<file path="src/rtl/uart_reg_bridge_if.sv">
// uart_reg_bridge_if
//   Bundles the FIFO handshake and register-bus signals of uart_reg_bridge.
//   master : the bridge side (pops RX FIFO, pushes TX FIFO, drives the bus).
//   slave  : the environment side (FIFOs and register file).
//   Signals:
//     rx_empty, r_data       receive FIFO status / show-ahead head byte
//     rd_uart                pop receive FIFO
//     tx_full                transmit FIFO full
//     wr_uart, w_data        push response byte into transmit FIFO
//     bus_addr, bus_wdata    register address / write data (held)
//     bus_we, bus_re         one-cycle write / read strobes
//     bus_rdata              read data, valid one cycle after bus_re
//     frame_err              one-cycle error pulse
interface uart_reg_bridge_if;
  logic       rx_empty;
  logic [7:0] r_data;
  logic       rd_uart;
  logic       tx_full;
  logic       wr_uart;
  logic [7:0] w_data;
  logic [7:0] bus_addr;
  logic [7:0] bus_wdata;
  logic       bus_we;
  logic       bus_re;
  logic [7:0] bus_rdata;
  logic       frame_err;

  modport master (
    input  rx_empty, r_data, tx_full, bus_rdata,
    output rd_uart, wr_uart, w_data, bus_addr, bus_wdata, bus_we, bus_re, frame_err
  );

  modport slave (
    output rx_empty, r_data, tx_full, bus_rdata,
    input  rd_uart, wr_uart, w_data, bus_addr, bus_wdata, bus_we, bus_re, frame_err
  );
endinterface

</file>
<file path="src/rtl/uart_reg_bridge.sv">
// uart_reg_bridge
//   Register-access responder sitting on the user side of the UART FIFOs.
//   Parses 'W' addr data / 'R' addr frames from the receive FIFO, performs one
//   access on an 8-bit register bus and pushes one response byte ('K', the read
//   byte, or 'E') into the transmit FIFO. A stalled partial frame is dropped
//   after TIMEOUT idle cycles.
//   Ports:
//     clk    clock
//     reset  asynchronous, active-high reset
//     io     uart_reg_bridge_if.master (FIFO handshake + register bus)
//   Parameters:
//     TIMEOUT  cycles allowed between bytes of one frame
//     TO_BIT   timeout counter width (2**TO_BIT > TIMEOUT)
//   Build option:
//     UART_BRIDGE_CHKSUM_EN  when defined, each frame ends with an XOR
//                            checksum byte checked in the CHK state.
module uart_reg_bridge #(
  parameter int TIMEOUT = 50000,
  parameter int TO_BIT  = 16
) (
  input  logic              clk,
  input  logic              reset,
  uart_reg_bridge_if.master io
);

  localparam logic [7:0] CMD_W = 8'h57;
  localparam logic [7:0] CMD_R = 8'h52;
  localparam logic [7:0] RSP_K = 8'h4B;
  localparam logic [7:0] RSP_E = 8'h45;

  localparam logic [2:0] IDLE   = 3'd0;
  localparam logic [2:0] ADDR   = 3'd1;
  localparam logic [2:0] DATA   = 3'd2;
  localparam logic [2:0] EXEC   = 3'd3;
  localparam logic [2:0] RDWAIT = 3'd4;
  localparam logic [2:0] RESP   = 3'd5;
`ifdef UART_BRIDGE_CHKSUM_EN
  localparam logic [2:0] CHK    = 3'd6;
  // State entered once all address/data bytes of a frame are in.
  localparam logic [2:0] FIELDS_DONE = CHK;
`else
  localparam logic [2:0] FIELDS_DONE = EXEC;
`endif

  localparam logic [TO_BIT-1:0] TO_LAST = TO_BIT'(TIMEOUT - 1);
  localparam logic [TO_BIT-1:0] TO_ONE  = TO_BIT'(1);

  logic [2:0]        state;
  logic              is_wr;
  logic [TO_BIT-1:0] to_cnt;
  logic              in_frame;
  logic              accept;
  logic              timeout;

`ifdef UART_BRIDGE_CHKSUM_EN
  logic [7:0]        chk_acc;
  assign in_frame = (state == ADDR) || (state == DATA) || (state == CHK);
`else
  assign in_frame = (state == ADDR) || (state == DATA);
`endif

  // Reset gating keeps rd_uart at its reset value while reset is held.
  assign accept     = ~reset & ~io.rx_empty & ((state == IDLE) | in_frame);
  assign io.rd_uart = accept;
  // A byte present at the last count wins over the timeout.
  assign timeout    = in_frame & io.rx_empty & (to_cnt == TO_LAST);
  assign io.wr_uart = (state == RESP) & ~io.tx_full;
  assign io.bus_we  = (state == EXEC) & is_wr;
  assign io.bus_re  = (state == EXEC) & ~is_wr;

  // Inter-byte timeout counter: runs only while waiting for a frame byte.
  always_ff @(posedge clk or posedge reset) begin
    if (reset) begin
      to_cnt <= {TO_BIT{1'b0}};
    end else if (!in_frame || accept || timeout) begin
      to_cnt <= {TO_BIT{1'b0}};
    end else begin
      to_cnt <= to_cnt + TO_ONE;
    end
  end

`ifdef UART_BRIDGE_CHKSUM_EN
  // Running XOR of the frame bytes; restarts with the command byte.
  always_ff @(posedge clk or posedge reset) begin
    if (reset) begin
      chk_acc <= 8'h00;
    end else if (state == IDLE) begin
      chk_acc <= accept ? io.r_data : 8'h00;
    end else if (accept) begin
      chk_acc <= chk_acc ^ io.r_data;
    end else begin
      chk_acc <= chk_acc;
    end
  end
`endif

  // Frame parser, bus sequencer and response register.
  always_ff @(posedge clk or posedge reset) begin
    if (reset) begin
      state        <= IDLE;
      is_wr        <= 1'b0;
      io.bus_addr  <= 8'h00;
      io.bus_wdata <= 8'h00;
      io.w_data    <= 8'h00;
      io.frame_err <= 1'b0;
    end else begin
      io.frame_err <= 1'b0;
      case (state)
        IDLE: begin
          if (accept) begin
            if ((io.r_data == CMD_W) || (io.r_data == CMD_R)) begin
              is_wr <= (io.r_data == CMD_W);
              state <= ADDR;
            end else begin
              io.w_data    <= RSP_E;
              io.frame_err <= 1'b1;
              state        <= RESP;
            end
          end
        end
        ADDR: begin
          if (accept) begin
            io.bus_addr <= io.r_data;
            state       <= is_wr ? DATA : FIELDS_DONE;
          end else if (timeout) begin
            io.frame_err <= 1'b1;
            state        <= IDLE;
          end
        end
        DATA: begin
          if (accept) begin
            io.bus_wdata <= io.r_data;
            state        <= FIELDS_DONE;
          end else if (timeout) begin
            io.frame_err <= 1'b1;
            state        <= IDLE;
          end
        end
`ifdef UART_BRIDGE_CHKSUM_EN
        CHK: begin
          if (accept) begin
            if (io.r_data == chk_acc) begin
              state <= EXEC;
            end else begin
              io.w_data    <= RSP_E;
              io.frame_err <= 1'b1;
              state        <= RESP;
            end
          end else if (timeout) begin
            io.frame_err <= 1'b1;
            state        <= IDLE;
          end
        end
`endif
        EXEC: begin
          if (is_wr) begin
            io.w_data <= RSP_K;
            state     <= RESP;
          end else begin
            state <= RDWAIT;
          end
        end
        RDWAIT: begin
          io.w_data <= io.bus_rdata;
          state     <= RESP;
        end
        RESP: begin
          if (!io.tx_full) begin
            state <= IDLE;
          end
        end
        default: state <= IDLE;
      endcase
    end
  end

endmodule

</file>
<file path="src/flat_wrapper.sv">
// flat-port wrapper written by rule: the top's interface ports become plain ports
module uart_reg_bridge_flat 
#(
  parameter int TIMEOUT = 50000,
  parameter int TO_BIT  = 16
)
  (clk, reset, io_rx_empty, io_r_data, io_tx_full, io_bus_rdata, io_rd_uart, io_wr_uart, io_w_data, io_bus_addr, io_bus_wdata, io_bus_we, io_bus_re, io_frame_err);
  uart_reg_bridge_if io_i ();
  input  logic clk;
  input  logic reset;
  input wire logic [$bits(io_i.rx_empty)-1:0] io_rx_empty;
  input wire logic [$bits(io_i.r_data)-1:0] io_r_data;
  input wire logic [$bits(io_i.tx_full)-1:0] io_tx_full;
  input wire logic [$bits(io_i.bus_rdata)-1:0] io_bus_rdata;
  output wire logic [$bits(io_i.rd_uart)-1:0] io_rd_uart;
  output wire logic [$bits(io_i.wr_uart)-1:0] io_wr_uart;
  output wire logic [$bits(io_i.w_data)-1:0] io_w_data;
  output wire logic [$bits(io_i.bus_addr)-1:0] io_bus_addr;
  output wire logic [$bits(io_i.bus_wdata)-1:0] io_bus_wdata;
  output wire logic [$bits(io_i.bus_we)-1:0] io_bus_we;
  output wire logic [$bits(io_i.bus_re)-1:0] io_bus_re;
  output wire logic [$bits(io_i.frame_err)-1:0] io_frame_err;
  assign io_i.rx_empty = io_rx_empty;
  assign io_i.r_data = io_r_data;
  assign io_i.tx_full = io_tx_full;
  assign io_i.bus_rdata = io_bus_rdata;
  assign io_rd_uart = io_i.rd_uart;
  assign io_wr_uart = io_i.wr_uart;
  assign io_w_data = io_i.w_data;
  assign io_bus_addr = io_i.bus_addr;
  assign io_bus_wdata = io_i.bus_wdata;
  assign io_bus_we = io_i.bus_we;
  assign io_bus_re = io_i.bus_re;
  assign io_frame_err = io_i.frame_err;
  uart_reg_bridge #(.TIMEOUT(TIMEOUT), .TO_BIT(TO_BIT)) u_core (.clk(clk), .reset(reset), .io(io_i));
endmodule
</file>
<file path="config.mk">
export PLATFORM = sky130hd
export DESIGN_NAME = uart_reg_bridge_flat
export DESIGN_NICKNAME = d
export VERILOG_FILES = /design/src/rtl/uart_reg_bridge_if.sv /design/src/rtl/uart_reg_bridge.sv /design/src/flat_wrapper.sv
export SDC_FILE = /design/constraint.sdc
export NUM_CORES = 1
export LEC_CHECK = 0
export ABC_AREA = 1
export BUFFER_PORTS_ARGS = -buffer_cell sky130_fd_sc_hd__buf_4
export CORE_MARGIN = 10
export CORE_UTILIZATION = 23
export CTS_CLUSTER_SIZE = 30
export DETAILED_ROUTE_END_ITERATION = 8
export GPL_TIMING_DRIVEN = 1
export PLACE_DENSITY_LB_ADDON = 0.15
export SETUP_SLACK_MARGIN = 0.1
export SKIP_CTS_REPAIR_TIMING = 1
export SYNTH_ARGS = -nofsm -noshare
export SYNTH_HDL_FRONTEND = slang
export SYNTH_SLANG_ARGS = --single-unit
</file>
<file path="constraint.sdc">
create_clock -name clk -period 2 [get_ports clk]
set_input_delay 0.4 -clock clk [delete_from_list [all_inputs] [get_ports clk]]
set_output_delay 0.4 -clock clk [all_outputs]
set_load 0.01 [all_outputs]
</file>
* Word-level counts from Yosys, hierarchy flattened
Cells that the tools add are included.
** Cells by class
- Reductions and logical operators :: 13
- Mux-type cells :: 19
- Bitwise operators :: 12
- Equality and inequality tests :: 12
- Add/subtract/negate cells :: 1
** Operator list (count)
- two-way mux 8 bit :: 3
- one-hot mux 8 bit (3 select lines) :: 1
- two-way mux 3 bit :: 6
- one-hot mux 3 bit (6 select lines) :: 1
- adder 16 x 1 -> 16 bit (second input constant) :: 1
- equality test 16 bit (second input constant) :: 1
- equality test 8 x 7 -> 1 bit (second input constant) :: 2
- two-way mux 16 bit :: 1
- bitwise AND 1 bit :: 7
- equality test 3 x 2 -> 1 bit (second input constant) :: 2
- equality test 3 bit (second input constant) :: 2
- two-way mux 1 bit :: 6
- AND reduction 2 bit :: 3
- logical OR 1 bit :: 4
- inequality test 2 x 1 -> 1 bit (second input constant) :: 2
- inequality test 2 bit (second input constant) :: 2
- NOT 1 bit :: 4
- AND reduction 4 bit :: 1
- equality test 3 x 1 -> 1 bit (second input constant) :: 1
- logical NOT 3 bit :: 1
- AND reduction 3 bit :: 1
- nonzero test 3 bit :: 1
- one-hot mux 1 bit (2 select lines) :: 1
- OR reduction 2 bit :: 1
- other kinds (2) :: 2
** Storage, ports and cells
- Input port bits :: 20
- Register bits after elaboration :: 45
- Output and inout bits :: 29
- Logic and storage cells :: 64

* Logic depth before layout (Yosys ltp)
Gate-level depths: netlist (run 1).
- Depth in word-level cells :: 7
- Depth in mapped cells :: 12
- Depth with buffers taken out :: 10

* Worst setup path before layout (run 1)
Ideal clock, no wire load.
- Path kind :: reg2reg
- Start :: register u_core.to_cnt[0]
- End :: register u_core.to_cnt[8]
- Path slack :: 0.481 ns
- Data arrival time :: 1.391 ns
- Clock period less this slack :: 1.519 ns
- Buffers on the path :: 1
- Setup time :: 0.128 ns
- Stages on the path, launching flop included :: 12
- Required time :: 1.872 ns
- Cell sequence :: dfrtp_1 ha_1 nand2_1 nor2_2 nand2_1 nor2_1 nand2_2 nand2_2 nor2_4 inv_4 buf_12 nor2_4
** Between the ends
- Longest elaborated chain between the ends :: 4
- Elaborated cells between the ends (all ways) :: 5
- Classes of those cells :: add/sub: 1; eq/ne: 1; mux: 1; bitwise: 1; reduce/logical: 1
** Ends and longest elaborated chain
- start, declared :: RTL line uart_reg_bridge.sv:50 : logic [TO_BIT-1:0] to_cnt;
- start signal, assigned :: RTL line uart_reg_bridge.sv:74 : to_cnt <= {TO_BIT{1'b0}};
- start signal, assigned :: RTL line uart_reg_bridge.sv:76 : to_cnt <= {TO_BIT{1'b0}};
- start signal, assigned :: RTL line uart_reg_bridge.sv:78 : to_cnt <= to_cnt + TO_ONE;
- branches (longest 3 deep; another with adder 16 x 1 -> 16 bit)
- two-way mux 16 bit * :: RTL line uart_reg_bridge.sv:75 : end else if (!in_frame || accept || timeout) begin
Mark *: on every way between the ends.
A chain may end at the register's enable or synchronous reset.

* Final worst setup path (run 1)
- Start :: register u_core.state[1]
- End :: output port io_rd_uart
** Between the ends
- Longest elaborated chain between the ends :: 4
- Elaborated cells between the ends (all ways) :: 6
- Classes of those cells :: eq/ne: 2; bitwise: 2; reduce/logical: 2
** Ends and longest elaborated chain
- start, declared :: RTL line uart_reg_bridge.sv:48 : logic [2:0] state;
- start signal, assigned :: RTL line uart_reg_bridge.sv:124 : state <= is_wr ? DATA : FIELDS_DONE;
- equality test 3 x 1 -> 1 bit or equality test 3 x 2 -> 1 bit (tied branches) :: RTL line uart_reg_bridge.sv:59 : assign in_frame = (state == ADDR) || (state == DATA);
- logical OR 1 bit :: RTL line uart_reg_bridge.sv:59
- OR 1 bit * :: RTL line uart_reg_bridge.sv:63 : assign accept = ~reset & ~io.rx_empty & ((state == IDLE) | in_frame);
- bitwise AND 1 bit * :: RTL line uart_reg_bridge.sv:63
- end, declared :: RTL line flat_wrapper.sv:15 : output wire logic [$bits(io_i.rd_uart)-1:0] io_rd_uart;
Mark *: on every way between the ends. The rest lies on a longest branch, timed or not.

==> results of run 1 <==
## flip-flops by register name, indices dropped and copies added (netlist names)
register             count
u_core.io.bus_wdata      8
u_core.io.w_data         8
u_core.to_cnt           16
u_core.is_wr             1
u_core.io.bus_addr       8
u_core.io.frame_err      1
u_core.state             3
## synthesized netlist by cell type, drive strengths merged
cell type and count:
nand2 72, dfrtp 45, inv 41, nor2 37
o21ai 26, nand3 18, nand4 9, nor3 6
xor2 6, a21oi 3, buf 3, xnor2 3
clkbuf 2, a22oi 1, ha 1, nor4 1
o31ai 1
## logic make-up (layout without fill, tap and decap cells)
| family | after synthesis | in the layout | synth area share (%) |
|---|---|---|---|
| buf+inv | 46 | 101 | 8.58 |
| compound gates | 31 | 31 | 7.00 |
| flops | 45 | 45 | 49.2 |
| fa+ha+maj | 1 | 1 | 0.547 |
| simple gates | 143 | 143 | 31.2 |
| xor+xnor | 9 | 9 | 3.44 |
## power by group through the flow
stage / sequential, mW / clock (mW) / combinational [mW]
finish: 1.30 / 0.608 / 1.34
global route: 1.34 / 0.680 / 1.53
CTS: 1.30 / 0.635 / 1.37
detailed placement: 1.32 / 0 / 1.36
global placement: 1.32 / 0 / 1.36
floorplan: 1.37 / 0 / 0.779
## how the worst min path moves through the flow
stage                startpoint  slack (ps)  cells after the start                endpoint
6_report                  reset         140                      2  u_core.io.bus_wdata[2]
3_3_place_gp   u_core.to_cnt[0]         440                      1        u_core.to_cnt[0]
4_1_cts                   reset         150                      2   u_core.io.bus_addr[3]
3_5_place_dp   u_core.to_cnt[0]         460                      1        u_core.to_cnt[0]
2_1_floorplan  u_core.to_cnt[0]         430                      1        u_core.to_cnt[0]
5_1_grt                   reset         170                      2  u_core.io.bus_wdata[2]
## layout make-up
class / instances / area share, %
clock buffers: 5 / 2.36
clock inverters: 3 / 0.857
inverters: 41 / 5.53
multi-input cells: 184 / 33.1
flip-flops and latches: 45 / 38.7
well taps: 133 / 5.70
repair buffers: 52 / 13.8
## layer usage
metal / vias to the layer above / share of wire [%] / global-route usage [%]
li1: 976 / - / -
met1: 851 / 47 / 10.9
met2: 34 / 47 / 13.1
met3: 4 / 4.4 / 2.16
met4: 0 / 1.5 / 3.62
met5: - / 0 / 0
## per-stage QoR
step / instances / cell area (µm²) / util (%) / setup slack, ps
after floorplan: 275 / 2290 / - / 481
after global routing: 463 / 2920 / 30.0 / 70.7
after global placement: 455 / 2820 / 29.0 / 261
final: 463 / 2920 / 30.0 / 196
after CTS: 463 / 2910 / 29.9 / 113
after detailed placement: 455 / 2820 / 29.0 / 197
## worst reg2reg max path, cell delays in order, from the launching register on
cell and delay [ps]:
dfrtp_1 380, ha_1 190, nand2_1 90, nor2_2 200, nand2_1 80, nor2_1 120, nand2_2 90, nand2_2 100
nor2_4 60, inv_8 170, nor2_1 80
## placed cells by master, fill, tap and decap left out, types with 2 or more instances in the layout
cell and count:
nor2_1 21, nor3_1 5, o21ai_0 12, nand3_1 17, dfrtp_1 43, clkbuf_8 5, inv_1 32, o21ai_1 14
a21oi_1 3, nand4_1 9, nor2_4 12, xor2_1 6, buf_4 51, nand2_2 5, inv_2 8, dfrtp_2 2
nand2_1 67, xnor2_1 3, nor2_2 4
==> key figures, run 1 <==
Outcome
  – Status: completed

Critical path
  – Worst-path fanout max: 8
  – WP buf/inv: 3
  – CP startpoint: u_core.state[1]
  – Worst r2r dst: u_core.to_cnt[12]
  – Crit path max-delay cell type: dfrtp_2
  – R2R depth: 10
  – Levels on crit path: 6
  – R2R Setup Slk: 320 ps
  – CP peak stage delay: 500 ps
  – Critical path arrival: 1400 ps
  – WP data required: 1600 ps
  – Most used cell along the critical path: nand2_1
  – Worst setup path endpoint: io_rd_uart
  – Critical path startpoint category: flop
  – Worst r2r src: u_core.to_cnt[0]
  – Worst setup EP type: primary output
  – Type of the worst setup path: reg -> out
  – Worst path cell trace: nand2_2 -> nand2_1 -> inv_2 -> nand2_1 -> inv_1 -> buf_4
  – Cell family with most CP delay: flip-flops

Yosys
  – Top cell type by total area after synthesis: dfrtp_1
  – Post-synthesis area per instance: 8.32 µm²
  – YS warnings: 0
  – Mapped Area: 0.00229 mm²
  – Net count after synthesis: 296
  – Synth unique cells: 27
  – Ranking of synthesized cells by area: dfrtp_1, nand2_1, nor2_4
  – Top-area cell type share of the netlist area: 49.2%
  – #FFs+latches synth: 45
  – Register area share after synthesis: 49.2%
  – Syn Inst Count: 275

Floorplanning
  – Core ar.: 0.00973 mm²
  – Die width: 120 µm
  – I/O pin total: 49
  – Die ar.: 0.0143 mm²
  – Initial Util: 23.5%
  – Die height: 120 µm
  – Site Rows: 36

CTS
  – Clock Sinks: 45
  – CTS tree: done
  – Clock Latency Late Sink: 310 ps
  – CTS max path bufs: 2
  – H-tree depth: 2
  – Cts bufs inserted: 5
  – Clock slew at reported path FFs: 100 ps
  – CTS Root Cell: clkbuf_8

Route
  – Drt drc: 0
  – Wire per inst: 12.6 µm
  – Via density: 4.03
  – DRT Wirelength: 5830 µm
  – DRT antenna net count: 0
  – DRT iter0 DRCs: 58
  – Vias: 1865
  – First-pass DRT Iterations: 4

Power and ir drop
  – Leak: 1.38 nW
  – Sw Pwr: 1.31 mW
  – PwrDens: 1110 mW/mm²
  – Tot Pwr: 3.25 mW
  – Clk pwr share: 18.7%
  – P_int: 1.94 mW
  – Register share of total power: 40.0%
  – VDD IR max: 0.000403 V
  – Comb power frac: 41.3%
  – Switch share: 40.3%

Placement
  – Routability Congestion: 0.850
  – Post-DP HPWL: 4480 µm
  – I/O Buffers: 48

Layout
  – Layout cells sized above 1: 28.5%
  – Number of diodes: 0
  – Footprint of the multi-input gates: 966 µm²
  – Fill cell count: 1075
  – Area grow syn2layout: 27.6%
  – Nets: 350
  – Register area: 0.00113 mm²

GRT
  – Global-route wire length before repair: 10100 µm
  – Vias in the first global route: 1993
  – Initial antenna violation count: 0
  – Largest net degree at the start of global routing: 25
  – Total global routing track utilization: 8.48%
  – Gr ovfl total: 0

STA
  – Setup violators final: 0
  – WHS: 144 ps
  – Min Tclk post-route: 1800 ps
  – Final Max Slew Viols: 0
  – RSZ-0062 raised after global routing: yes
  – Max_slew headroom: 64.8%
  – Setup TNS: 0 ps
  – Fin crit share: 90.2%
  – Max Clk Rate: 0.554 GHz
  – Worst-Margin Slew: 528 ps
  – Final hold vios: 0
  – Clk_skew: 11.3 ps

Min path
  – Worst hold path class: in -> async

Job
  – Max_cap viols: 0
No activity file was read; power rests on OpenSTA's default activity.
==> run 2, diff against run 1 <==
--- a/config.mk
+++ b/config.mk
@@ -7,6 +7,8 @@
 export LEC_CHECK = 0
 export ABC_AREA = 1
 export BUFFER_PORTS_ARGS = -buffer_cell sky130_fd_sc_hd__buf_4
+export CELL_PAD_IN_SITES_DETAIL_PLACEMENT = 0
+export CELL_PAD_IN_SITES_GLOBAL_PLACEMENT = 1
 export CORE_MARGIN = 10
 export CORE_UTILIZATION = 23
 export CTS_CLUSTER_SIZE = 30
==> run 2 against run 1 <==
  * Cell count is 0.22% higher
  * Routed wire length is 1.9% lower
  * Critical endpoint unchanged
  * Sequential share of layout area is 0.17 points lower
  * Clock power hardly changed
  * First-iteration DRC count is 41% higher
  * Count of clock-buffer cells in the layout stayed put
  * Power is 0.40% lower
  * Utilization is 0.10 points higher
  * Non-clock buffer count is 1 higher
  * Clock skew is 3.0 ps lower
  * Sequential power hardly changed
  * Register-to-register slack hardly changed
==> key figures, run 2 (synthesis results as in run 1) <==
CTS
  – H-tree depth: 2
  – Clock slew at reported path FFs: 90 ps
  – CTS Root Cell: clkbuf_8
  – CTS max path bufs: 2
  – Cts bufs inserted: 5
  – Clock Sinks: 45
  – Clock Latency Late Sink: 310 ps
  – CTS tree: done

Power and ir drop
  – Leak: 1.39 nW
  – Register share of total power: 40.2%
  – PwrDens: 1100 mW/mm²
  – Switch share: 40.2%
  – Clk pwr share: 18.8%
  – Comb power frac: 41.0%
  – Sw Pwr: 1.30 mW
  – VDD IR max: 0.000352 V
  – P_int: 1.93 mW

GRT
  – Global-route wire length before repair: 9910 µm
  – Initial antenna violation count: 0
  – Largest net degree at the start of global routing: 28
  – Gr ovfl total: 0
  – Total global routing track utilization: 8.42%
  – Vias in the first global route: 1951

STA
  – Max Clk Rate: 0.556 GHz
  – Final hold vios: 0
  – Max_slew headroom: 70.7%
  – Clk_skew: 8.32 ps
  – Fin crit share: 89.9%
  – Setup TNS: 0 ps
  – Worst-Margin Slew: 439 ps
  – RSZ-0062 raised after global routing: yes
  – Final Max Slew Viols: 0
  – Min Tclk post-route: 1800 ps
  – Setup violators final: 0

Route
  – DRT iter0 DRCs: 82
  – Drt drc: 0
  – Wire per inst: 12.3 µm
  – Vias: 1869
  – DRT antenna net count: 0
  – Via density: 4.03
  – DRT Wirelength: 5710 µm
  – First-pass DRT Iterations: 4

Critical path
  – CP peak stage delay: 500 ps
  – Worst-path fanout max: 8
  – Cell family with most CP delay: flip-flops
  – Critical path startpoint category: flop
  – WP data required: 1600 ps
  – Worst setup EP type: primary output
  – WP buf/inv: 3
  – Critical path arrival: 1400 ps
  – Most used cell along the critical path: nand2_1
  – Type of the worst setup path: reg -> out
  – Worst path cell trace: nand2_2 -> nand2_1 -> inv_2 -> nand2_1 -> inv_1 -> buf_4
  – Crit path max-delay cell type: dfrtp_2

Floorplanning
  – Site Rows: 36
  – Die width: 120 µm
  – Core ar.: 0.00973 mm²
  – I/O pin total: 49
  – Die height: 120 µm
  – Initial Util: 23.5%
  – Die ar.: 0.0143 mm²

Layout
  – Nets: 351
  – Number of diodes: 0
  – Most common cell after layout, fill and taps aside: nand2_1
  – Layout cells sized above 1: 28.7%
  – Top reg by flops: u_core.to_cnt
  – Fin cells: 464
  – Area grow syn2layout: 28.0%
  – Commonest cells after routing, fill and taps aside: nand2_1, buf_4, dfrtp_1
  – Largest register FFs: 16

Job
  – Max_cap viols: 0

Min path
  – Worst hold path class: in -> async

Placement
  – I/O Buffers: 48
  – Routability Congestion: 0.749
  – Placed cells: 456
  – Post-DP HPWL: 4450 µm

Outcome
  – Status: completed
==> run 2: cell types whose count changed in the layout (fill, tap and decap cells not counted), sizes merged <==
cell	delta
buf	+1
==> run 2: layer usage <==
metal,global-route usage (%),share of wire [%],vias up,wire length [µm]
li1,-,-,982,-
met1,10.7,47,840,2690
met2,13.1,47,41,2660
met3,2.63,5.0,6,285
met4,3.17,1.3,0,76
met5,0,0,-,0
==> run 2: final cells by class <==
| cell class | instances | area [µm²] |
|---|---|---|
| fillers | 1077 | 6800 |
| flip-flops and latches | 45 | 1130 |
| multi-input cells | 184 | 972 |
| repair buffers | 53 | 410 |
| well taps | 133 | 166 |
| inverters | 41 | 159 |
| clock buffers | 5 | 68.8 |
| clock inverters | 3 | 25.0 |
==> run 2: path summary, 6_finish.rpt <==
| check | from | to | slack (ps) | cells after the start |
|---|---|---|---|---|
| worst max-delay path | u_core.state[1] | io_rd_uart | 200 | 6 |
| worst max register to register | u_core.to_cnt[0] | u_core.to_cnt[15] | 320 | 10 |
| worst min register to register | u_core.to_cnt[0] | u_core.to_cnt[0] | 470 | 1 |
| max in group asynchronous | reset | u_core.to_cnt[9] | 1400 | 3 |
| worst min-delay path | reset | u_core.to_cnt[13] | 100 | 2 |
| min in group clk | io_bus_rdata[7] | u_core.io.w_data[7] | 320 | 3 |
==> run 2: power by group through the flow <==
stage	logic (mW)	clock network (mW)	registers, mW
global route	1.50	0.675	1.34
finish	1.33	0.608	1.30
global placement	1.36	0	1.32
floorplan	0.779	0	1.37
detailed placement	1.36	0	1.32
CTS	1.36	0.637	1.30
==> run 2: worst reg2reg max path, stage by stage (launching register included) <==
cell and delay (ps):
dfrtp_1 380, ha_1 190, nand2_1 90, nor2_2 190
nand2_1 80, nor2_1 120, nand2_2 90, nand2_2 90
nor2_4 50, inv_6 200, nor2_1 80
==> run 2: per-stage QoR <==
step	area, µm²	utilization [%]	worst slack [ps]	hold WS [ps]	power (mW)
after global routing	2930	30.1	69.8	136	3.52
after detailed placement	2830	29.0	230	458	2.67
after CTS	2920	30.0	102	124	3.30
final	2930	30.1	202	105	3.23
after global placement	2830	29.0	276	445	2.68
after floorplan	2290	-	481	430	2.15
==> run 3, diff against run 2 <==
--- a/config.mk
+++ b/config.mk
@@ -10,7 +10,7 @@
 export CELL_PAD_IN_SITES_DETAIL_PLACEMENT = 0
 export CELL_PAD_IN_SITES_GLOBAL_PLACEMENT = 1
 export CORE_MARGIN = 10
-export CORE_UTILIZATION = 23
+export CORE_UTILIZATION = 40
 export CTS_CLUSTER_SIZE = 30
 export DETAILED_ROUTE_END_ITERATION = 8
 export GPL_TIMING_DRIVEN = 1
==> run 3 against run 2 <==
  * Register-to-register slack about the same
  * Combinational power about the same
  * Hold slack improved by 39 ps
  * Global-route usage increased by 3.9 points
  * First-iteration DRC count decreased by 33%
  * Critical endpoint unchanged
  * Largest power group unchanged
==> key figures, run 3 (synthesis results as in run 1) <==
Outcome
  – Status: completed

GRT
  – Gr ovfl total: 0
  – Total global routing track utilization: 12.4%
  – Largest net degree at the start of global routing: 29
  – Initial antenna violation count: 0
  – Vias in the first global route: 1897
  – Global-route wire length before repair: 8980 µm

Floorplanning
  – Core ar.: 0.00554 mm²
  – Die ar.: 0.00915 mm²
  – I/O pin total: 49
  – Die width: 95.6 µm
  – Initial Util: 41.3%
  – Die height: 95.6 µm
  – Site Rows: 27

Power and ir drop
  – VDD IR max: 0.000662 V
  – Tot Pwr: 3.18 mW
  – Leak: 1.37 nW
  – PwrDens: 1130 mW/mm²

Layout
  – Layout cells sized above 1: 27.4%
  – Area grow syn2layout: 23.6%
  – Register area: 0.00113 mm²
  – Most common cell after layout, fill and taps aside: nand2_1
  – Footprint of the multi-input gates: 966 µm²
  – Top reg by flops: u_core.to_cnt
  – Final core occ: 51.0%
  – Commonest cells after routing, fill and taps aside: nand2_1, buf_4, dfrtp_1
  – Largest register FFs: 16
  – Post-route cell area: 0.00283 mm²
  – Fin cells: 401
  – Number of diodes: 0
  – Nets: 349
  – Fill cell count: 557

Route
  – Wire per inst: 13.4 µm
  – Vias: 1895
  – Drt drc: 0
  – DRT antenna net count: 0
  – DRT Wirelength: 5360 µm
  – First-pass DRT Iterations: 4
  – DRT iter0 DRCs: 55
  – Via density: 4.73

CTS
  – CTS Root Cell: clkbuf_8
  – H-tree depth: 2
  – Clock slew at reported path FFs: 90 ps
  – Clock Sinks: 45
  – CTS tree: done
  – CTS max path bufs: 2
  – Clock Latency Late Sink: 300 ps
  – Cts bufs inserted: 5

Placement
  – Post-DP HPWL: 4160 µm
  – Setup WS pre-CTS: 208 ps
  – I/O Buffers: 48
  – Cell Area, Placed: 0.00273 mm²
  – Placed cells: 393
  – Routability Congestion: 0.883

STA
  – Min Tclk post-route: 1790 ps
  – Final hold vios: 0
  – Max Clk Rate: 0.558 GHz
  – Setup violators final: 0
  – Setup TNS: 0 ps
  – Final Max Slew Viols: 0
  – Clk_skew: 6.66 ps
  – Fin crit share: 89.6%
  – Worst-Margin Slew: 717 ps
  – WHS: 143 ps
  – RSZ-0062 raised after global routing: no
  – Final worst setup slack: 208 ps
  – Max_slew headroom: 51.9%

Critical path
  – WP buf/inv: 3
  – Type of the worst setup path: reg -> out
  – Worst setup EP type: primary output
  – Critical path arrival: 1390 ps
  – Critical path startpoint category: flop
  – Crit path max-delay cell type: dfrtp_1
  – Most used cell along the critical path: nand2_1
  – CP peak stage delay: 500 ps
  – Worst-path fanout max: 6
  – Worst path cell trace: nand2_2 -> nand2_1 -> inv_2 -> nand2_1 -> inv_1 -> buf_4
  – Cell family with most CP delay: flip-flops
  – WP data required: 1600 ps

Job
  – Max_cap viols: 0

Min path
  – Worst hold path class: in -> async
## run 3: cell count changes in the layout (fill, tap and decap cells not counted), sizes merged
cell,delta
clkbuf,+1
inv,-2
buf,-2
clkinvlp,+1
## run 3: path summary, 6_finish.rpt
kind                       cells past startpoint  slack [ps]              from                   to
hold reg to reg                                1         480  u_core.to_cnt[0]     u_core.to_cnt[0]
min in group clk                               3         330   io_bus_rdata[5]  u_core.io.w_data[5]
setup reg to reg                              10         310  u_core.to_cnt[0]    u_core.to_cnt[12]
setup / recovery                               6         210   u_core.state[0]           io_rd_uart
max in group asynchronous                      3        1330             reset    u_core.to_cnt[13]
hold / removal                                 2         140             reset      u_core.state[1]
## run 3: metal layers
| metal | vias up | share of wire (%) | GRT usage [%] |
|---|---|---|---|
| met5 | - | 0 | 0 |
| li1 | 973 | - | - |
| met3 | 5 | 6.5 | 4.48 |
| met4 | 0 | 1.0 | 3.56 |
| met2 | 41 | 45 | 19.3 |
| met1 | 876 | 47 | 15.7 |
## run 3: power breakdown
group / internal (mW) / switching (mW) / leakage, nW
Clock: 0.247 / 0.323 / 0.0374
Sequential: 1.14 / 0.160 / 0.589
Combinational: 0.537 / 0.777 / 0.744
Total: 1.92 / 1.26 / 1.37
## run 3: area by class of cell
cell class                      instances  area share, %
Inverter                               41           5.71
Tap cell                               72           3.19
Timing Repair Buffer                   51           14.0
Sequential cell                        45           39.9
Clock buffer                            6           2.57
Clock inverter                          2          0.531
Multi-Input combinational cell        184           34.2
